$ cat src/rtl/gate_arbiter_if.sv
// Request/result bundle between the shared gate unit and its clients.
// The master side is the client population; the slave side is gate_arbiter.
interface gate_arbiter_if #(
   parameter int NREQ = 4,
   parameter int W    = 8,
   parameter int IDW  = 2
);
   logic [NREQ-1:0]   req;
   logic [2*NREQ-1:0] op;
   logic [W*NREQ-1:0] a;
   logic [W*NREQ-1:0] b;
   logic [NREQ-1:0]   gnt;
   logic              busy;
   logic              res_valid;
   logic              res_ready;
   logic [IDW-1:0]    res_id;
   logic [W-1:0]      res_data;

   modport master (
      output req, op, a, b, res_ready,
      input  gnt, busy, res_valid, res_id, res_data
   );

   modport slave (
      input  req, op, a, b, res_ready,
      output gnt, busy, res_valid, res_id, res_data
   );
endinterface

$ cat src/rtl/gate_arbiter.sv
// Round-robin shared AND/OR/XOR/NAND unit: grant, latch operands, compute,
// then hold the tagged result until the consumer takes it.
module gate_arbiter #(
   parameter int NREQ = 4,
   parameter int W    = 8,
   parameter int IDW  = 2
) (
   input  logic         clk,
   input  logic         rst_n,
   gate_arbiter_if.slave bus
);

   typedef enum logic [1:0] {
      IDLE = 2'd0,
      EXEC = 2'd1,
      RESP = 2'd2
   } state_e;

   typedef enum logic [1:0] {
      OP_AND  = 2'b00,
      OP_OR   = 2'b01,
      OP_XOR  = 2'b10,
      OP_NAND = 2'b11
   } op_e;

   state_e          state_q, state_d;
   logic [IDW-1:0]  ptr_q, ptr_d;
   logic [NREQ-1:0] gnt_q, gnt_d;
   op_e             op_q, op_d;
   logic [W-1:0]    a_q, a_d;
   logic [W-1:0]    b_q, b_d;
   logic [IDW-1:0]  id_q, id_d;
   logic            res_valid_q, res_valid_d;
   logic [IDW-1:0]  res_id_q, res_id_d;
   logic [W-1:0]    res_data_q, res_data_d;

   logic [IDW-1:0]  winner;
   logic [IDW-1:0]  idx;
   logic            found;

   function automatic logic [W-1:0] gate_eval(op_e f, logic [W-1:0] x, logic [W-1:0] y);
      logic [W-1:0] r;
      unique case (f)
         OP_AND:  r = x & y;
         OP_OR:   r = x | y;
         OP_XOR:  r = x ^ y;
         OP_NAND: r = ~(x & y);
         default: r = '0;
      endcase
      return r;
   endfunction

   // Rotating priority: the IDW-bit add wraps the index at NREQ for free.
   always_comb begin
      winner = '0;
      found  = 1'b0;
      idx    = '0;
      for (int k = 0; k < NREQ; k++) begin
         idx = ptr_q + IDW'(k);
         if (!found && bus.req[idx]) begin
            winner = idx;
            found  = 1'b1;
         end
      end
   end

   always_comb begin
      // NOTE: every next-state signal gets a default first, so no path can infer a latch.
      state_d     = state_q;
      ptr_d       = ptr_q;
      gnt_d       = '0;
      op_d        = op_q;
      a_d         = a_q;
      b_d         = b_q;
      id_d        = id_q;
      res_valid_d = res_valid_q;
      res_id_d    = res_id_q;
      res_data_d  = res_data_q;

      unique case (state_q)
         IDLE: begin
            if (found) begin
               gnt_d   = NREQ'(1) << winner;
               op_d    = op_e'(bus.op[2*winner +: 2]);
               a_d     = bus.a[W*winner +: W];
               b_d     = bus.b[W*winner +: W];
               id_d    = winner;
               ptr_d   = winner + IDW'(1);
               state_d = EXEC;
            end
         end
         EXEC: begin
            res_data_d  = gate_eval(op_q, a_q, b_q);
            res_id_d    = id_q;
            res_valid_d = 1'b1;
            state_d     = RESP;
         end
         RESP: begin
            if (bus.res_ready) begin
               res_valid_d = 1'b0;
               state_d     = IDLE;
            end
         end
         default: state_d = IDLE;
      endcase
   end

   // NOTE: sequential state uses non-blocking assignments so all registers update together.
   always_ff @(posedge clk or negedge rst_n) begin
      if (!rst_n) begin
         state_q     <= IDLE;
         ptr_q       <= '0;
         gnt_q       <= '0;
         // NOTE: the latched operands are cleared too, so a reset leaves no stale request behind.
         op_q        <= OP_AND;
         a_q         <= '0;
         b_q         <= '0;
         id_q        <= '0;
         res_valid_q <= 1'b0;
         res_id_q    <= '0;
         res_data_q  <= '0;
      end else begin
         state_q     <= state_d;
         ptr_q       <= ptr_d;
         gnt_q       <= gnt_d;
         op_q        <= op_d;
         a_q         <= a_d;
         b_q         <= b_d;
         id_q        <= id_d;
         res_valid_q <= res_valid_d;
         res_id_q    <= res_id_d;
         res_data_q  <= res_data_d;
      end
   end

   assign bus.gnt       = gnt_q;
   assign bus.busy      = (state_q != IDLE);
   assign bus.res_valid = res_valid_q;
   assign bus.res_id    = res_id_q;
   assign bus.res_data  = res_data_q;

   a_gnt_onehot: assert property (@(posedge clk) disable iff (!rst_n) $onehot0(gnt_q));

   a_res_hold: assert property (@(posedge clk) disable iff (!rst_n)
      (res_valid_q && !bus.res_ready) |=>
         (res_valid_q && $stable(res_id_q) && $stable(res_data_q)));

endmodule

$ cat src/flat_wrapper.sv
// flat-port wrapper written by rule: the top's interface ports become plain ports
module gate_arbiter_flat 
#(
   parameter int NREQ = 4,
   parameter int W    = 8,
   parameter int IDW  = 2
)
  (clk, rst_n, bus_req, bus_op, bus_a, bus_b, bus_res_ready, bus_gnt, bus_busy, bus_res_valid, bus_res_id, bus_res_data);
  gate_arbiter_if #(.NREQ(NREQ), .W(W), .IDW(IDW)) bus_i ();
  input  logic clk;
  input  logic rst_n;
  input wire logic [$bits(bus_i.req)-1:0] bus_req;
  input wire logic [$bits(bus_i.op)-1:0] bus_op;
  input wire logic [$bits(bus_i.a)-1:0] bus_a;
  input wire logic [$bits(bus_i.b)-1:0] bus_b;
  input wire logic [$bits(bus_i.res_ready)-1:0] bus_res_ready;
  output wire logic [$bits(bus_i.gnt)-1:0] bus_gnt;
  output wire logic [$bits(bus_i.busy)-1:0] bus_busy;
  output wire logic [$bits(bus_i.res_valid)-1:0] bus_res_valid;
  output wire logic [$bits(bus_i.res_id)-1:0] bus_res_id;
  output wire logic [$bits(bus_i.res_data)-1:0] bus_res_data;
  assign bus_i.req = bus_req;
  assign bus_i.op = bus_op;
  assign bus_i.a = bus_a;
  assign bus_i.b = bus_b;
  assign bus_i.res_ready = bus_res_ready;
  assign bus_gnt = bus_i.gnt;
  assign bus_busy = bus_i.busy;
  assign bus_res_valid = bus_i.res_valid;
  assign bus_res_id = bus_i.res_id;
  assign bus_res_data = bus_i.res_data;
  gate_arbiter #(.NREQ(NREQ), .W(W), .IDW(IDW)) u_core (.clk(clk), .rst_n(rst_n), .bus(bus_i));
endmodule
$ cat config.mk
export PLATFORM = sky130hd
export DESIGN_NAME = gate_arbiter_flat
export DESIGN_NICKNAME = d
export VERILOG_FILES = /design/src/rtl/gate_arbiter_if.sv /design/src/rtl/gate_arbiter.sv /design/src/flat_wrapper.sv
export SDC_FILE = /design/constraint.sdc
export NUM_CORES = 1
export LEC_CHECK = 0
export CAP_MARGIN = 10
export CORE_MARGIN = 3
export CORE_UTILIZATION = 45
export CTS_CLUSTER_DIAMETER = 80
export DETAILED_ROUTE_END_ITERATION = 10
export DONT_BUFFER_PORTS = 1
export SYNTH_ARGS = -nofsm -noshare
export SYNTH_HDL_FRONTEND = slang
export SYNTH_SLANG_ARGS = --single-unit
$ cat constraint.sdc
create_clock -name clk -period 1.62 [get_ports clk]
set_clock_uncertainty 0.05 [all_clocks]
set_input_delay 0.324 -clock clk [delete_from_list [all_inputs] [get_ports clk]]
set_output_delay 0.324 -clock clk [all_outputs]
set_load 0.02 [all_outputs]
Word-level counts from Yosys, hierarchy flattened
Index checks and enable logic that the tools add are counted.

Eq/ne operators: 7. Shift operators: 4. Magnitude comparators: 4. Bitwise operators: 4. Muxes and demuxes: 24. Reductions and logical operators: 13. Add/sub/neg operators: 4.

Operators by type and width (count): variable part select 32 x 6 -> 8 bit (2); one-hot mux 8 bit (4 select lines) (1); < comparator 2 x 3 -> 1 bit (second input constant) (4); 2-to-1 mux 2 bit (6); 2-to-1 mux 1 bit (9); AND 8 bit (1); binary-select mux 1 bit (select 2 bit) (4); 2-to-1 mux 4 bit (2); NOT 8 bit (1); bitwise OR 8 bit (1); variable part select 8 x 4 -> 2 bit (1); XOR 8 bit (1); equality test 2 bit (second input constant) (3); one-hot mux 2 bit (3 select lines) (1); AND reduction 2 bit (3); adder 2 x 1 -> 2 bit (second input constant) (2); adder 2 bit (second input constant) (2); equality test 2 x 1 -> 1 bit (second input constant) (2); zero test 2 bit (2); nonzero test 2 bit (2); left shift 1 x 2 -> 4 bit (first input constant) (1); logical AND 1 bit (3); zero test 1 bit (3); != test 2 x 1 -> 1 bit (second input constant) (1); other kinds (2) (2).

Bits in registers: 39. Input bits: 79. Output and inout port bits: 16.

Longest topological paths before layout
Gate-level depths: netlist (run 1).

Depth in word-level cells: 15. Depth in mapped cells: 7.

Worst setup path after synthesis (run 1)
Ideal clock, no wire load.

Kind: flip-flop to flip-flop. Start point: reg u_core.ptr_q[0]. End point: reg u_core.a_q[4]. Stages on the path, launching flop included: 8. Arrival: 1.448 ns. Required time: 1.438 ns. Slack: -0.010 ns. Setup time: 0.132 ns. Period minus slack after synthesis: 1.630 ns. Cells stage by stage: dfrtp_1 > nor2b_1 > o21ai_1 > o221ai_1 > buf_6 > buf_6 > mux2i_1 > o221ai_2.

Cells in the longest elaborated chain, start to end: 13. Elaborated cells on any way between the ends: 27. Those cells by class: add/sub (3); shift (1); mux (16); reduce/logical (7).

RTL lines: start, declared (line gate_arbiter.sv:27) `logic [IDW-1:0] ptr_q, ptr_d;`; start signal, assigned (line gate_arbiter.sv:124) `ptr_q <= ptr_d;`; parallel branches: the longest is 13 deep, another holds adder 2 x 1 -> 2 bit; end signal, assigned (line gate_arbiter.sv:116) `a_q <= '0;`; end signal, assigned (line gate_arbiter.sv:127) `a_q <= a_d;`; end, declared (line gate_arbiter.sv:30) `logic [W-1:0] a_q, a_d;`.

Parallel ways; which one is timed is not known. The select of a mux whose other input is x is not followed. A chain may end at the register's enable or synchronous reset.

Worst setup path after layout (run 1)
Start point: reg u_core.ptr_q[0]. End point: reg u_core.a_q[3].

The elaborated chain is that of the path after synthesis.

==> report_table.html, run 1 <==
<table>
<tr><th>Metric</th><th>Value</th></tr>
<tr><th colspan="2">Layout</th></tr>
<tr><td>ANT cells</td><td>0</td></tr>
<tr><td>Share of post-route cells with drive strength above 1</td><td>23.38%</td></tr>
<tr><td>Final core area utilization</td><td>57.31%</td></tr>
<tr><td>Net count reported at finish</td><td>372</td></tr>
<tr><td>Layout area overhead</td><td>19.51%</td></tr>
<tr><th colspan="2">Placed design</th></tr>
<tr><td>Port Buffers</td><td>0</td></tr>
<tr><td>RD Place Congestion</td><td>0.8256</td></tr>
<tr><td>Sum of net half-perimeters after detailed placement</td><td>3.897 mm</td></tr>
<tr><th colspan="2">Detailed routing</th></tr>
<tr><td>Number of DRC markers in iteration 0</td><td>55</td></tr>
<tr><td>Post-route DRC</td><td>0</td></tr>
<tr><td>Detailed-route via count</td><td>1932</td></tr>
<tr><td>Via density per instance</td><td>5.552</td></tr>
<tr><td>Post-DRT Antenna Nets</td><td>0</td></tr>
<tr><td>Average wire per standard cell</td><td>16.73 um</td></tr>
<tr><td>Pre-antenna DRT Iters</td><td>4</td></tr>
<tr><td>Total routed wirelength</td><td>5.822 mm</td></tr>
<tr><th colspan="2">Logic synthesis</th></tr>
<tr><td>Simple logic cell fraction of the synthesized area</td><td>10.74%</td></tr>
<tr><td>Synth Register Bits</td><td>39</td></tr>
<tr><td>EDFF count, synth</td><td>0</td></tr>
<tr><td>Number of standard cells after synthesis</td><td>262</td></tr>
<tr><td>Post-Synthesis Mean Instance Area</td><td>9.647 um^2</td></tr>
<tr><td>Synth cell types</td><td>31</td></tr>
<tr><td>Ys flop type</td><td>sky130_fd_sc_hd__dfrtp_1</td></tr>
<tr><td>Sequential area share after synthesis</td><td>38.61%</td></tr>
<tr><td>Share of cell area taken by muxes after synthesis</td><td>15.94%</td></tr>
<tr><td>Post-Synth Adder-Cell Area</td><td>7.921%</td></tr>
<tr><td>Synth warnings</td><td>0</td></tr>
<tr><td>Share of the synthesized netlist area taken by xor and xnor gates</td><td>0%</td></tr>
<tr><td>Share of the synthesized area in compound gates (AO/OA/AOI/OAI)</td><td>19.21%</td></tr>
<tr><td>Mapped cell area</td><td>2527 um^2</td></tr>
<tr><td>FFs w/ async S/R, synth</td><td>100.0%</td></tr>
<tr><td>Main combinational cell family by area after synthesis</td><td>compound AO/OA/AOI/OAI gates</td></tr>
<tr><td>Post-synthesis net count</td><td>357</td></tr>
<tr><th colspan="2">STA</th></tr>
<tr><td>Worst-case headroom to the max-slew limit</td><td>70.11%</td></tr>
<tr><td>Number of endpoints with negative hold slack in the final report</td><td>0</td></tr>
<tr><td>Number of max-slew violations in the final report</td><td>0</td></tr>
<tr><td>Count of endpoints failing setup in the final report</td><td>17</td></tr>
<tr><td>Final Cycle Share</td><td>104.2%</td></tr>
<tr><td>Time the worst path needs with I/O delays and setup</td><td>1.688 ns</td></tr>
<tr><td>Unrepaired setup endpoints after global routing</td><td>true</td></tr>
<tr><td>Post-Route Hold Slack</td><td>0.1354 ns</td></tr>
<tr><td>Maximum clock frequency</td><td>0.5923 GHz</td></tr>
<tr><td>Worst-Margin Slew</td><td>0.4484 ns</td></tr>
<tr><td>Setup WS post-layout</td><td>-0.06832 ns</td></tr>
<tr><th colspan="2">Floorplan</th></tr>
<tr><td>Total core area</td><td>5270 um^2</td></tr>
<tr><td>I/O pin count</td><td>95</td></tr>
<tr><td>Starting utilization of the core area</td><td>47.96%</td></tr>
<tr><td>Number of core rows</td><td>26</td></tr>
<tr><td>Overall die width</td><td>80.95 um</td></tr>
<tr><td>Die height</td><td>80.95 um</td></tr>
<tr><td>Die area</td><td>6552 um^2</td></tr>
<tr><th colspan="2">Clock tree</th></tr>
<tr><td>H-tree depth reported by CTS</td><td>2</td></tr>
<tr><td>CTS buffer count</td><td>5</td></tr>
<tr><td>Insertion delay to the later sink of the worst-skew pair</td><td>0.29 ns</td></tr>
<tr><td>Number of clock sinks seen by CTS</td><td>39</td></tr>
<tr><td>CTS Root Buffer Type</td><td>sky130_fd_sc_hd__clkbuf_8</td></tr>
<tr><td>Buffers from clock root to sink, at most</td><td>2</td></tr>
<tr><td>CTS tree</td><td>yes</td></tr>
<tr><td>Clock input transition at the sequential cells of the worst setup and hold paths</td><td>0.07 ns</td></tr>
<tr><th colspan="2">Power and ir drop</th></tr>
<tr><td>Worst IR drop on VDD</td><td>0.0007814 V</td></tr>
<tr><td>Power per cell area</td><td>2101 nW/um^2</td></tr>
<tr><td>Leakage power total</td><td>1.418 nW</td></tr>
<tr><td>Total Power Consumption</td><td>6.347 mW</td></tr>
<tr><th colspan="2">Setup path</th></tr>
<tr><td>Worst path most repeated cell</td><td>sky130_fd_sc_hd__buf_4</td></tr>
<tr><td>Cell with the largest stage delay on the worst path</td><td>sky130_fd_sc_hd__dfrtp_1</td></tr>
<tr><td>Arrival time at the worst endpoint</td><td>1.80 ns</td></tr>
<tr><td>Maximum fanout along the worst path</td><td>4</td></tr>
<tr><td>Type of destination of the critical path</td><td>flip-flop</td></tr>
<tr><td>Data required time of the critical path</td><td>1.73 ns</td></tr>
<tr><td>Critical Path Start Type</td><td>flip-flop</td></tr>
<tr><td>Minimum setup slack among reg-to-reg paths</td><td>-0.07 ns</td></tr>
<tr><td>Critical Setup Path Class</td><td>reg -&gt; reg</td></tr>
<tr><td>Cell-by-cell trace of the critical path</td><td>nor2b_2 &gt; a21oi_2 &gt; o221ai_4 &gt; buf_4 &gt; buf_4 &gt; mux2i_1 &gt; o221ai_1</td></tr>
<tr><td>CP max stage delay</td><td>0.41 ns</td></tr>
<tr><th colspan="2">Status</th></tr>
<tr><td>Run status</td><td>complete, but fails checks</td></tr>
<tr><td>Violations in the final reports</td><td>setup timing</td></tr>
<tr><th colspan="2">Global routing</th></tr>
<tr><td>Pin count of the biggest net entering global routing</td><td>40</td></tr>
<tr><td>Via count of the first global-routing pass</td><td>1831</td></tr>
<tr><td>Overflow after GRT</td><td>0</td></tr>
<tr><td>Initial antenna violation count</td><td>0</td></tr>
<tr><td>Total GRT Usage</td><td>17.80%</td></tr>
<tr><td>First-pass GRT wire length</td><td>8.970 mm</td></tr>
<tr><th colspan="2">Job</th></tr>
<tr><td>Reported max-cap violation count</td><td>0</td></tr>
<tr><th colspan="2">Worst hold path</th></tr>
<tr><td>Worst Hold Class</td><td>in -&gt; reg</td></tr>
</table>
-- repair_timing --
item	CTS	global route
hold buffers	2	0
pin swaps	0	2
endpoints found under the setup margin	16	18
cloned	2	2
buffers inserted	3	1
gates resized for setup	10	12
hold endpoints to repair	39	0
-- kinds of logic after synthesis --
logic type	after synthesis
adders and majority gates	16
AOI/OAI and AO/OA	61
DFF	39
muxes	40
and+or+nand+nor	67
buffers and inverters	39
-- critical path: cells and delay by family, from the launching register on --
kind	cells	cell delay, ns
AOI/OAI and AO/OA	3	0.39
and+or+nand+nor	1	0.16
DFF	1	0.41
buffers and inverters	2	0.31
muxes	1	0.23
-- final cells by class --
cell class | instances | area [um^2]
Fill cell | 483 | 2250
Multi-Input combinational cell | 184 | 1441
Sequential cell | 39 | 975.9
Timing Repair Buffer | 24 | 311.5
Tap cell | 70 | 87.58
Inverter | 23 | 86.33
Clock buffer | 6 | 82.58
Clock inverter | 2 | 35.03
-- Yosys cell counts, drive strengths merged (2+ instances only) --
master	number	area, um^2
a211oi	7	52.55
a21oi	16	80.08
buf	8	75.06
clkbuf	8	30.03
dfrtp	39	975.9
ha	16	200.2
inv	23	86.33
mux2	2	22.52
mux2i	38	380.4
nand2	39	148.9
nor2	20	75.07
nor2b	3	18.77
o21ai	13	65.06
o221ai	19	229.0
-- registers in the layout, summed over array words and instances, names as in the netlist --
register / count
u_core.b_q: 8
u_core.bus.res_id: 2
u_core.ptr_q: 2
u_core.bus.res_valid: 1
u_core.bus.res_data: 8
u_core.id_q: 2
u_core.op_q: 2
u_core.state_q: 2
u_core.a_q: 8
u_core.bus.gnt: 4
-- where the power goes --
part	internal (mW)	total (mW)	switching, mW
Combinational	1.70	3.48	1.78
Sequential	1.45	2.03	0.581
Clock	0.498	0.841	0.343
-- routing by layer --
metal  part of all wire, %  vias to the layer above  global-route usage (%)
li1                      -                      947                       -
met1                    45                      905                   24.32
met2                    47                       76                   27.91
met3                   7.9                        4                   5.211
met4                  0.53                        0                   4.054
met5                     0                        -                       0
-- cell usage in the layout (no fill, tap or decap), types with 2 or more instances in the layout --
cell	n
sky130_fd_sc_hd__clkbuf_16	2
sky130_fd_sc_hd__o221ai_1	8
sky130_fd_sc_hd__nand2_1	37
sky130_fd_sc_hd__clkbuf_8	6
sky130_fd_sc_hd__mux2i_1	25
sky130_fd_sc_hd__o221ai_2	10
sky130_fd_sc_hd__a211oi_1	7
sky130_fd_sc_hd__a21oi_1	15
sky130_fd_sc_hd__buf_12	5
sky130_fd_sc_hd__dfrtp_1	39
sky130_fd_sc_hd__nor2_1	20
sky130_fd_sc_hd__nor2b_2	2
sky130_fd_sc_hd__inv_1	22
sky130_fd_sc_hd__ha_1	16
sky130_fd_sc_hd__buf_4	13
sky130_fd_sc_hd__mux2i_2	13
sky130_fd_sc_hd__o21ai_0	12
sky130_fd_sc_hd__nand2_2	2
sky130_fd_sc_hd__mux2_2	2
-- stage by stage --
step           cell area (um^2)  instances  setup WS, ns  TNS [ns]
5_1_grt                    3020        348       -0.1387    -2.064
3_5_place_dp               2693        331      -0.09743   -0.9094
3_3_place_gp               2693        331      -0.05505   -0.1431
4_1_cts                    2947        346      -0.06260   -0.7823
2_1_floorplan              2541        262       0.01056         0
6_report                   3020        348      -0.06832   -0.6143
-- worst paths after layout --
| kind | endpoint | from | depth (start not counted) |
|---|---|---|---|
| max | u_core.a_q[3] | u_core.ptr_q[0] | 7 |
| min | u_core.state_q[1] | bus_res_ready | 3 |
| max reg2reg | u_core.a_q[3] | u_core.ptr_q[0] | 7 |
| min reg2reg | u_core.id_q[0] | u_core.id_q[0] | 2 |
| max in group asynchronous | u_core.b_q[4] | rst_n | 2 |
| min in group asynchronous | u_core.bus.res_id[1] | rst_n | 2 |
Power figures use the tool's default switching activity.
==> inputs of run 2 (changes only) <==
- CORE_MARGIN: 3 -> 1.5
==> report_table.html, run 2 (synthesis gave the netlist of run 1 again) <==
<table>
<tr><th>Metric</th><th>Value</th></tr>
<tr><th colspan="2">Status</th></tr>
<tr><td>Run status</td><td>complete, but fails checks (unchanged)</td></tr>
<tr><td>Violations in the final reports</td><td>setup timing (unchanged)</td></tr>
<tr><th colspan="2">Placed design</th></tr>
<tr><td>RD Place Congestion</td><td>0.8924 (was 0.8256)</td></tr>
<tr><td>Port Buffers</td><td>0 (unchanged)</td></tr>
<tr><td>Sum of net half-perimeters after detailed placement</td><td>3.840 mm (was 3.897 mm)</td></tr>
<tr><td>Post-placement cell count</td><td>333 (was 331)</td></tr>
<tr><th colspan="2">STA</th></tr>
<tr><td>Number of max-slew violations in the final report</td><td>0 (unchanged)</td></tr>
<tr><td>Unrepaired setup endpoints after global routing</td><td>true (unchanged)</td></tr>
<tr><td>Worst-Margin Slew</td><td>0.3802 ns (was 0.4484 ns)</td></tr>
<tr><td>Final Cycle Share</td><td>104.9% (was 104.2%)</td></tr>
<tr><td>Time the worst path needs with I/O delays and setup</td><td>1.699 ns (was 1.688 ns)</td></tr>
<tr><td>Worst-case headroom to the max-slew limit</td><td>74.66% (was 70.11%)</td></tr>
<tr><td>Setup WS post-layout</td><td>-0.07927 ns (was -0.06832 ns)</td></tr>
<tr><td>Maximum clock frequency</td><td>0.5885 GHz (was 0.5923 GHz)</td></tr>
<tr><td>Post-Route Hold Slack</td><td>0.1373 ns (was 0.1354 ns)</td></tr>
<tr><td>Number of endpoints with negative hold slack in the final report</td><td>0 (unchanged)</td></tr>
<tr><td>Count of endpoints failing setup in the final report</td><td>18 (was 17)</td></tr>
<tr><th colspan="2">Power and ir drop</th></tr>
<tr><td>Leakage power total</td><td>1.428 nW (was 1.418 nW)</td></tr>
<tr><td>Power per cell area</td><td>2063 nW/um^2 (was 2101 nW/um^2)</td></tr>
<tr><td>Worst IR drop on VDD</td><td>0.0007163 V (was 0.0007814 V)</td></tr>
<tr><th colspan="2">Setup path</th></tr>
<tr><td>Critical path's top delay family</td><td>flip-flops (unchanged)</td></tr>
<tr><td>FF-to-FF Start</td><td>u_core.ptr_q[0] (unchanged)</td></tr>
<tr><td>Type of destination of the critical path</td><td>flip-flop (unchanged)</td></tr>
<tr><td>Timing startpoint of the critical path</td><td>u_core.ptr_q[0] (unchanged)</td></tr>
<tr><td>Arrival time at the worst endpoint</td><td>1.83 ns (was 1.80 ns)</td></tr>
<tr><td>Cell depth of the worst flop-to-flop path</td><td>7 (unchanged)</td></tr>
<tr><td>Stages on the worst setup path</td><td>7 (unchanged)</td></tr>
<tr><td>Cell-by-cell trace of the critical path</td><td>nor2b_2 &gt; a21oi_2 &gt; o221ai_4 &gt; buf_6 &gt; clkbuf_16 &gt; mux2i_1 &gt; o221ai_2 (was nor2b_2 &gt; a21oi_2 &gt; o221ai_4 &gt; buf_4 &gt; buf_4 &gt; mux2i_1 &gt; o221ai_1)</td></tr>
<tr><td>CP max stage delay</td><td>0.42 ns (was 0.41 ns)</td></tr>
<tr><td>Critical Path Start Type</td><td>flip-flop (unchanged)</td></tr>
<tr><td>Data required time of the critical path</td><td>1.75 ns (was 1.73 ns)</td></tr>
<tr><td>Minimum setup slack among reg-to-reg paths</td><td>-0.08 ns (was -0.07 ns)</td></tr>
<tr><td>Cell with the largest stage delay on the worst path</td><td>sky130_fd_sc_hd__dfrtp_1 (unchanged)</td></tr>
<tr><td>Critical Setup Path Class</td><td>reg -&gt; reg (unchanged)</td></tr>
<tr><td>Total buffers and inverters traversed by the critical path</td><td>2 (unchanged)</td></tr>
<tr><td>CP Capture Point</td><td>u_core.b_q[5] (was u_core.a_q[3])</td></tr>
<tr><td>Endpoint of the worst-slack reg-to-reg timing path</td><td>u_core.b_q[5] (was u_core.a_q[3])</td></tr>
<tr><td>Maximum fanout along the worst path</td><td>4 (unchanged)</td></tr>
<tr><th colspan="2">Detailed routing</th></tr>
<tr><td>Number of DRC markers in iteration 0</td><td>41 (was 55)</td></tr>
<tr><td>Post-DRT Antenna Nets</td><td>0 (unchanged)</td></tr>
<tr><td>Average wire per standard cell</td><td>16.39 um (was 16.73 um)</td></tr>
<tr><td>Post-route DRC</td><td>0 (unchanged)</td></tr>
<tr><td>Detailed-route via count</td><td>1940 (was 1932)</td></tr>
<tr><td>Pre-antenna DRT Iters</td><td>4 (unchanged)</td></tr>
<tr><td>Via density per instance</td><td>5.527 (was 5.552)</td></tr>
<tr><td>Total routed wirelength</td><td>5.754 mm (was 5.822 mm)</td></tr>
<tr><th colspan="2">Layout</th></tr>
<tr><td>Layout area overhead</td><td>19.16% (was 19.51%)</td></tr>
<tr><td>Highest-count cells in the layout ignoring fill and taps</td><td>39 x sky130_fd_sc_hd__dfrtp_1, 37 x sky130_fd_sc_hd__nand2_1, 31 x sky130_fd_sc_hd__mux2i_1 (was 39 x sky130_fd_sc_hd__dfrtp_1, 37 x sky130_fd_sc_hd__nand2_1, 25 x sky130_fd_sc_hd__mux2i_1)</td></tr>
<tr><td>ANT cells</td><td>0 (unchanged)</td></tr>
<tr><td>Number of cells in the finished layout apart from fillers</td><td>351 (was 348)</td></tr>
<tr><td>Final core area utilization</td><td>55.03% (was 57.31%)</td></tr>
<tr><td>Most common cell after layout, fill and taps aside</td><td>sky130_fd_sc_hd__dfrtp_1 (unchanged)</td></tr>
<tr><td>Share of post-route cells with drive strength above 1</td><td>21.15% (was 23.38%)</td></tr>
<tr><td>Area used by multi-input combinational logic</td><td>1436 um^2 (was 1441 um^2)</td></tr>
<tr><td>Fill count</td><td>505 (was 483)</td></tr>
<tr><td>Net count reported at finish</td><td>373 (was 372)</td></tr>
<tr><td>Register area</td><td>975.9 um^2 (unchanged)</td></tr>
<tr><th colspan="2">Global routing</th></tr>
<tr><td>Pin count of the biggest net entering global routing</td><td>40 (unchanged)</td></tr>
<tr><td>Total GRT Usage</td><td>20.13% (was 17.80%)</td></tr>
<tr><td>First-pass GRT wire length</td><td>9.370 mm (was 8.970 mm)</td></tr>
<tr><td>Initial antenna violation count</td><td>0 (unchanged)</td></tr>
<tr><td>Overflow after GRT</td><td>0 (unchanged)</td></tr>
<tr><td>Via count of the first global-routing pass</td><td>1963 (was 1831)</td></tr>
<tr><th colspan="2">Floorplan</th></tr>
<tr><td>Number of core rows</td><td>27 (was 26)</td></tr>
<tr><td>Die height</td><td>77.95 um (was 80.95 um)</td></tr>
<tr><td>Starting utilization of the core area</td><td>46.18% (was 47.96%)</td></tr>
<tr><td>Total core area</td><td>5473 um^2 (was 5270 um^2)</td></tr>
<tr><td>Overall die width</td><td>77.95 um (was 80.95 um)</td></tr>
<tr><td>Die area</td><td>6075 um^2 (was 6552 um^2)</td></tr>
<tr><td>I/O pin count</td><td>95 (unchanged)</td></tr>
<tr><th colspan="2">Job</th></tr>
<tr><td>Reported max-cap violation count</td><td>0 (unchanged)</td></tr>
<tr><th colspan="2">Clock tree</th></tr>
<tr><td>Number of clock sinks seen by CTS</td><td>39 (unchanged)</td></tr>
<tr><td>CTS buffer count</td><td>5 (unchanged)</td></tr>
<tr><td>CTS tree</td><td>yes (unchanged)</td></tr>
<tr><td>Clock input transition at the sequential cells of the worst setup and hold paths</td><td>0.08 ns (was 0.07 ns)</td></tr>
<tr><td>Insertion delay to the later sink of the worst-skew pair</td><td>0.30 ns (was 0.29 ns)</td></tr>
<tr><td>CTS Root Buffer Type</td><td>sky130_fd_sc_hd__clkbuf_8 (unchanged)</td></tr>
<tr><td>H-tree depth reported by CTS</td><td>2 (unchanged)</td></tr>
<tr><td>Buffers from clock root to sink, at most</td><td>2 (unchanged)</td></tr>
<tr><th colspan="2">Worst hold path</th></tr>
<tr><td>Worst Hold Class</td><td>in -&gt; reg (unchanged)</td></tr>
</table>
==> run 2: final cells by class <==
cell class,count,area share (%)
Sequential cell,39,32.41
Tap cell,72,2.991
Timing Repair Buffer,25,10.72
Multi-Input combinational cell,184,47.69
Inverter,23,2.867
Clock buffer,8,3.324
==> run 2: worst min path at each step <==
stage	from	end	cells after the start
2_1_floorplan	rst_n	u_core.a_q[0]	0
3_3_place_gp	rst_n	u_core.bus.res_id[0]	0
3_5_place_dp	rst_n	u_core.bus.res_id[0]	0
4_1_cts	bus_res_ready	u_core.state_q[1]	3
5_1_grt	bus_res_ready	u_core.state_q[1]	3
6_report	bus_res_ready	u_core.state_q[1]	3
==> run 2: worst reg2reg max path, cell delays in order, from the launching register on <==
cell                        delay (ns)
sky130_fd_sc_hd__dfrtp_1          0.42
sky130_fd_sc_hd__nor2b_2          0.17
sky130_fd_sc_hd__a21oi_2          0.07
sky130_fd_sc_hd__o221ai_4         0.24
sky130_fd_sc_hd__buf_6            0.17
sky130_fd_sc_hd__clkbuf_16        0.15
sky130_fd_sc_hd__mux2i_1          0.22
sky130_fd_sc_hd__o221ai_2         0.11
==> run 2: routing by layer <==
layer / GRT usage (%) / vias to the layer above / part of all wire [%]
li1: - / 951 / -
met1: 25.72 / 909 / 46
met2: 31.74 / 72 / 47
met3: 5.765 / 8 / 6.4
met4: 8.571 / 0 / 1.5
met5: 0 / - / 0
==> run 2: timing repair <==
| item | CTS | global route |
|---|---|---|
| resized for setup | 9 | 8 |
| pin swaps | 0 | 4 |
| gates cloned | 2 | 2 |
| buffers inserted | 4 | 0 |
| hold buffers | 2 | 0 |
| hold endpoints to repair | 39 | 0 |
| setup endpoints to repair | 18 | 19 |
==> run 2: through the flow <==
step                setup slack, ns  cell area, um^2  power [mW]  TNS (ns)
finish                     -0.07927             3012       6.214   -0.9316
global route                -0.1572             3012       6.799    -2.314
CTS                        -0.03907             2922       6.106   -0.4699
detailed placement         -0.08216             2683       5.064   -0.8916
global placement           -0.03774             2683       4.977   -0.4182
floorplan                   0.01056             2541       4.335         0
==> run 2: power by group <==
| part | leakage [nW] | internal [mW] | switching [mW] |
|---|---|---|---|
| logic | 0.892 | 1.70 | 1.78 |
| registers | 0.485 | 1.45 | 0.559 |
| clock network | 0.0515 | 0.389 | 0.336 |
==> inputs of run 3 (changes only) <==
- CORE_ASPECT_RATIO: not set -> 0.6
- CORE_MARGIN: 1.5 -> 2
- clock period: 1.62 -> 1.65 ns (I/O delays scaled with it)
==> report_table.html, run 3 (synthesis gave the netlist of run 1 again) <==
<table>
<tr><th>Metric</th><th>Value</th></tr>
<tr><th colspan="2">Status</th></tr>
<tr><td>Run status</td><td>complete, but fails checks (unchanged)</td></tr>
<tr><td>Violations in the final reports</td><td>setup timing (unchanged)</td></tr>
<tr><th colspan="2">Setup path</th></tr>
<tr><td>Type of destination of the critical path</td><td>flip-flop (unchanged)</td></tr>
<tr><td>Endpoint of the worst-slack reg-to-reg timing path</td><td>u_core.a_q[1] (was u_core.b_q[5])</td></tr>
<tr><td>Critical path's top delay family</td><td>flip-flops (unchanged)</td></tr>
<tr><td>Data required time of the critical path</td><td>1.77 ns (was 1.75 ns)</td></tr>
<tr><td>Arrival time at the worst endpoint</td><td>1.84 ns (was 1.83 ns)</td></tr>
<tr><td>Total buffers and inverters traversed by the critical path</td><td>2 (unchanged)</td></tr>
<tr><td>Worst path most repeated cell</td><td>sky130_fd_sc_hd__buf_12</td></tr>
<tr><td>CP max stage delay</td><td>0.41 ns (was 0.42 ns)</td></tr>
<tr><td>FF-to-FF Start</td><td>u_core.ptr_q[0] (unchanged)</td></tr>
<tr><td>Cell with the largest stage delay on the worst path</td><td>sky130_fd_sc_hd__dfrtp_1 (unchanged)</td></tr>
<tr><td>Cell depth of the worst flop-to-flop path</td><td>7 (unchanged)</td></tr>
<tr><td>Minimum setup slack among reg-to-reg paths</td><td>-0.07 ns (was -0.08 ns)</td></tr>
<tr><td>Cell-by-cell trace of the critical path</td><td>nor2b_2 &gt; a21oi_2 &gt; o221ai_4 &gt; buf_12 &gt; buf_12 &gt; mux2i_2 &gt; o221ai_2 (was nor2b_2 &gt; a21oi_2 &gt; o221ai_4 &gt; buf_6 &gt; clkbuf_16 &gt; mux2i_1 &gt; o221ai_2)</td></tr>
<tr><td>Critical Setup Path Class</td><td>reg -&gt; reg (unchanged)</td></tr>
<tr><td>Maximum fanout along the worst path</td><td>9 (was 4)</td></tr>
<tr><td>Stages on the worst setup path</td><td>7 (unchanged)</td></tr>
<tr><td>Critical Path Start Type</td><td>flip-flop (unchanged)</td></tr>
<tr><th colspan="2">Global routing</th></tr>
<tr><td>Via count of the first global-routing pass</td><td>1794 (was 1963)</td></tr>
<tr><td>Total GRT Usage</td><td>19.59% (was 20.13%)</td></tr>
<tr><td>Overflow after GRT</td><td>0 (unchanged)</td></tr>
<tr><td>First-pass GRT wire length</td><td>9.142 mm (was 9.370 mm)</td></tr>
<tr><td>Initial antenna violation count</td><td>0 (unchanged)</td></tr>
<tr><td>Pin count of the biggest net entering global routing</td><td>40 (unchanged)</td></tr>
<tr><th colspan="2">Floorplan</th></tr>
<tr><td>Die height</td><td>62.05 um (was 77.95 um)</td></tr>
<tr><td>I/O pin count</td><td>95 (unchanged)</td></tr>
<tr><td>Die area</td><td>6252 um^2 (was 6075 um^2)</td></tr>
<tr><td>Number of core rows</td><td>21 (was 27)</td></tr>
<tr><td>Total core area</td><td>5492 um^2 (was 5473 um^2)</td></tr>
<tr><td>Starting utilization of the core area</td><td>46.02% (was 46.18%)</td></tr>
<tr><td>Overall die width</td><td>100.8 um (was 77.95 um)</td></tr>
<tr><th colspan="2">Detailed routing</th></tr>
<tr><td>Detailed-route via count</td><td>1934 (was 1940)</td></tr>
<tr><td>Post-DRT Antenna Nets</td><td>0 (unchanged)</td></tr>
<tr><td>Total routed wirelength</td><td>5.905 mm (was 5.754 mm)</td></tr>
<tr><td>Post-route DRC</td><td>0 (unchanged)</td></tr>
<tr><td>Pre-antenna DRT Iters</td><td>4 (unchanged)</td></tr>
<tr><td>Average wire per standard cell</td><td>17.12 um (was 16.39 um)</td></tr>
<tr><td>Via density per instance</td><td>5.606 (was 5.527)</td></tr>
<tr><td>Number of DRC markers in iteration 0</td><td>55 (was 41)</td></tr>
<tr><th colspan="2">Placed design</th></tr>
<tr><td>Pre-CTS setup slack</td><td>-0.04995 ns (was -0.08216 ns)</td></tr>
<tr><td>Port Buffers</td><td>0 (unchanged)</td></tr>
<tr><td>Post-placement cell count</td><td>329 (was 333)</td></tr>
<tr><td>Placed standard-cell area</td><td>2669 um^2 (was 2683 um^2)</td></tr>
<tr><td>RD Place Congestion</td><td>0.7953 (was 0.8924)</td></tr>
<tr><td>Sum of net half-perimeters after detailed placement</td><td>4.102 mm (was 3.840 mm)</td></tr>
<tr><th colspan="2">Layout</th></tr>
<tr><td>Share of post-route cells with drive strength above 1</td><td>26.45% (was 21.15%)</td></tr>
<tr><td>Net count reported at finish</td><td>370 (was 373)</td></tr>
<tr><td>Layout area overhead</td><td>20.54% (was 19.16%)</td></tr>
<tr><td>Post-Layout Inst Area</td><td>3047 um^2 (was 3012 um^2)</td></tr>
<tr><td>Number of cells in the finished layout apart from fillers</td><td>345 (was 351)</td></tr>
<tr><td>Most common cell after layout, fill and taps aside</td><td>sky130_fd_sc_hd__dfrtp_1 (unchanged)</td></tr>
<tr><td>Highest-count cells in the layout ignoring fill and taps</td><td>39 x sky130_fd_sc_hd__dfrtp_1, 38 x sky130_fd_sc_hd__nand2_1, 22 x sky130_fd_sc_hd__inv_1 (was 39 x sky130_fd_sc_hd__dfrtp_1, 37 x sky130_fd_sc_hd__nand2_1, 31 x sky130_fd_sc_hd__mux2i_1)</td></tr>
<tr><td>Fill count</td><td>478 (was 505)</td></tr>
<tr><td>ANT cells</td><td>0 (unchanged)</td></tr>
<tr><td>Register area</td><td>975.9 um^2 (unchanged)</td></tr>
<tr><td>Area used by multi-input combinational logic</td><td>1536 um^2 (was 1436 um^2)</td></tr>
<tr><th colspan="2">Clock tree</th></tr>
<tr><td>Insertion delay to the later sink of the worst-skew pair</td><td>0.30 ns (about the same)</td></tr>
<tr><td>H-tree depth reported by CTS</td><td>2 (unchanged)</td></tr>
<tr><td>CTS buffer count</td><td>5 (unchanged)</td></tr>
<tr><td>Buffers from clock root to sink, at most</td><td>2 (unchanged)</td></tr>
<tr><td>Clock input transition at the sequential cells of the worst setup and hold paths</td><td>0.07 ns (was 0.08 ns)</td></tr>
<tr><td>Number of clock sinks seen by CTS</td><td>39 (unchanged)</td></tr>
<tr><td>CTS Root Buffer Type</td><td>sky130_fd_sc_hd__clkbuf_8 (unchanged)</td></tr>
<tr><td>CTS tree</td><td>yes (unchanged)</td></tr>
<tr><th colspan="2">Worst hold path</th></tr>
<tr><td>Worst Hold Class</td><td>in -&gt; reg (unchanged)</td></tr>
<tr><td>End point of the worst hold path</td><td>u_core.state_q[1] (unchanged)</td></tr>
<tr><td>Depth of the worst hold-timing path</td><td>3 (unchanged)</td></tr>
<tr><td>Hold wc startpoint</td><td>bus_res_ready (unchanged)</td></tr>
<tr><th colspan="2">Power and ir drop</th></tr>
<tr><td>Power per cell area</td><td>2005 nW/um^2 (was 2063 nW/um^2)</td></tr>
<tr><td>Worst IR drop on VDD</td><td>0.0006832 V (was 0.0007163 V)</td></tr>
<tr><td>Leakage power total</td><td>1.379 nW (was 1.428 nW)</td></tr>
<tr><th colspan="2">STA</th></tr>
<tr><td>Count of endpoints failing setup in the final report</td><td>18 (unchanged)</td></tr>
<tr><td>Worst-Margin Slew</td><td>0.5967 ns (was 0.3802 ns)</td></tr>
<tr><td>Maximum clock frequency</td><td>0.5815 GHz (was 0.5885 GHz)</td></tr>
<tr><td>Number of max-slew violations in the final report</td><td>0 (unchanged)</td></tr>
<tr><td>Time the worst path needs with I/O delays and setup</td><td>1.720 ns (was 1.699 ns)</td></tr>
<tr><td>Unrepaired setup endpoints after global routing</td><td>true (unchanged)</td></tr>
<tr><td>Worst-case headroom to the max-slew limit</td><td>60.22% (was 74.66%)</td></tr>
<tr><td>Final Cycle Share</td><td>104.2% (was 104.9%)</td></tr>
<tr><td>Post-Route Hold Slack</td><td>0.1464 ns (was 0.1373 ns)</td></tr>
<tr><td>Setup WS post-layout</td><td>-0.06960 ns (was -0.07927 ns)</td></tr>
<tr><td>Number of endpoints with negative hold slack in the final report</td><td>0 (unchanged)</td></tr>
<tr><th colspan="2">Job</th></tr>
<tr><td>Reported max-cap violation count</td><td>0 (unchanged)</td></tr>
</table>
==> run 3: cell count changes in the layout (fill, tap and decap cells not counted), sizes merged <==
cell,before,now
buf,22,21
clkinv,0,3
clkbuf,10,5
==> run 3: what timing repair did <==
item                                    in CTS  in global routing
hold buffers                                 2                  0
hold endpoints to repair                    39                  0
endpoints found under the setup margin      18                 19
gates resized for setup                     22                 15
cloned                                       2                  0
setup buffers                                3                  1
pin swaps                                    6                  1
==> run 3: worst register-to-register path, delay by kind of cell (launching register included) <==
kind,cells,cell delay [ns]
buf+inv,2,0.30
mux,1,0.27
flops,1,0.41
compound gates,3,0.40
simple gates,1,0.17
==> run 3: how the worst max path moves through the flow <==
stage | startpoint | end
2_1_floorplan | u_core.ptr_q[0] | u_core.a_q[4]
3_3_place_gp | u_core.ptr_q[0] | u_core.b_q[1]
3_5_place_dp | u_core.ptr_q[0] | u_core.b_q[1]
4_1_cts | u_core.ptr_q[0] | u_core.a_q[5]
5_1_grt | u_core.ptr_q[0] | u_core.a_q[1]
6_report | u_core.ptr_q[0] | u_core.a_q[1]
==> run 3: report_power, final <==
part	internal, mW	leakage [nW]	switching [mW]
clock network	0.290	0.0477	0.346
registers	1.42	0.485	0.605
logic	1.70	0.846	1.75
total	3.41	1.38	2.70
==> run 3: layer usage <==
| layer | share of wire, % | vias up | routed length, um | global-route usage (%) |
|---|---|---|---|---|
| li1 | - | 957 | - | - |
| met1 | 49 | 913 | 2921 | 29.08 |
| met2 | 44 | 59 | 2591 | 28.67 |
| met3 | 5.8 | 5 | 343 | 4.474 |
| met4 | 0.83 | 0 | 49 | 5.871 |
| met5 | 0 | - | 0 | 0 |
==> run 3: cell type report <==
cell class | count | area share [%]
clock buffer | 5 | 2.259
tap | 69 | 2.834
clock inverter | 3 | 0.4928
inverter | 23 | 2.834
multi-input combinational | 184 | 50.43
sequential | 39 | 32.03
timing repair buffer | 22 | 9.117
==> run 3: through the flow <==
step / setup TNS [ns] / util, % / total power, mW
finish: -0.6925 / 55.48 / 6.109
global route: -2.114 / 55.48 / 6.647
CTS: -0.1008 / 54.14 / 6.026
detailed placement: -0.2218 / 48.60 / 4.975
global placement: -0.04638 / 48.60 / 4.897
floorplan: 0 / - / 4.223
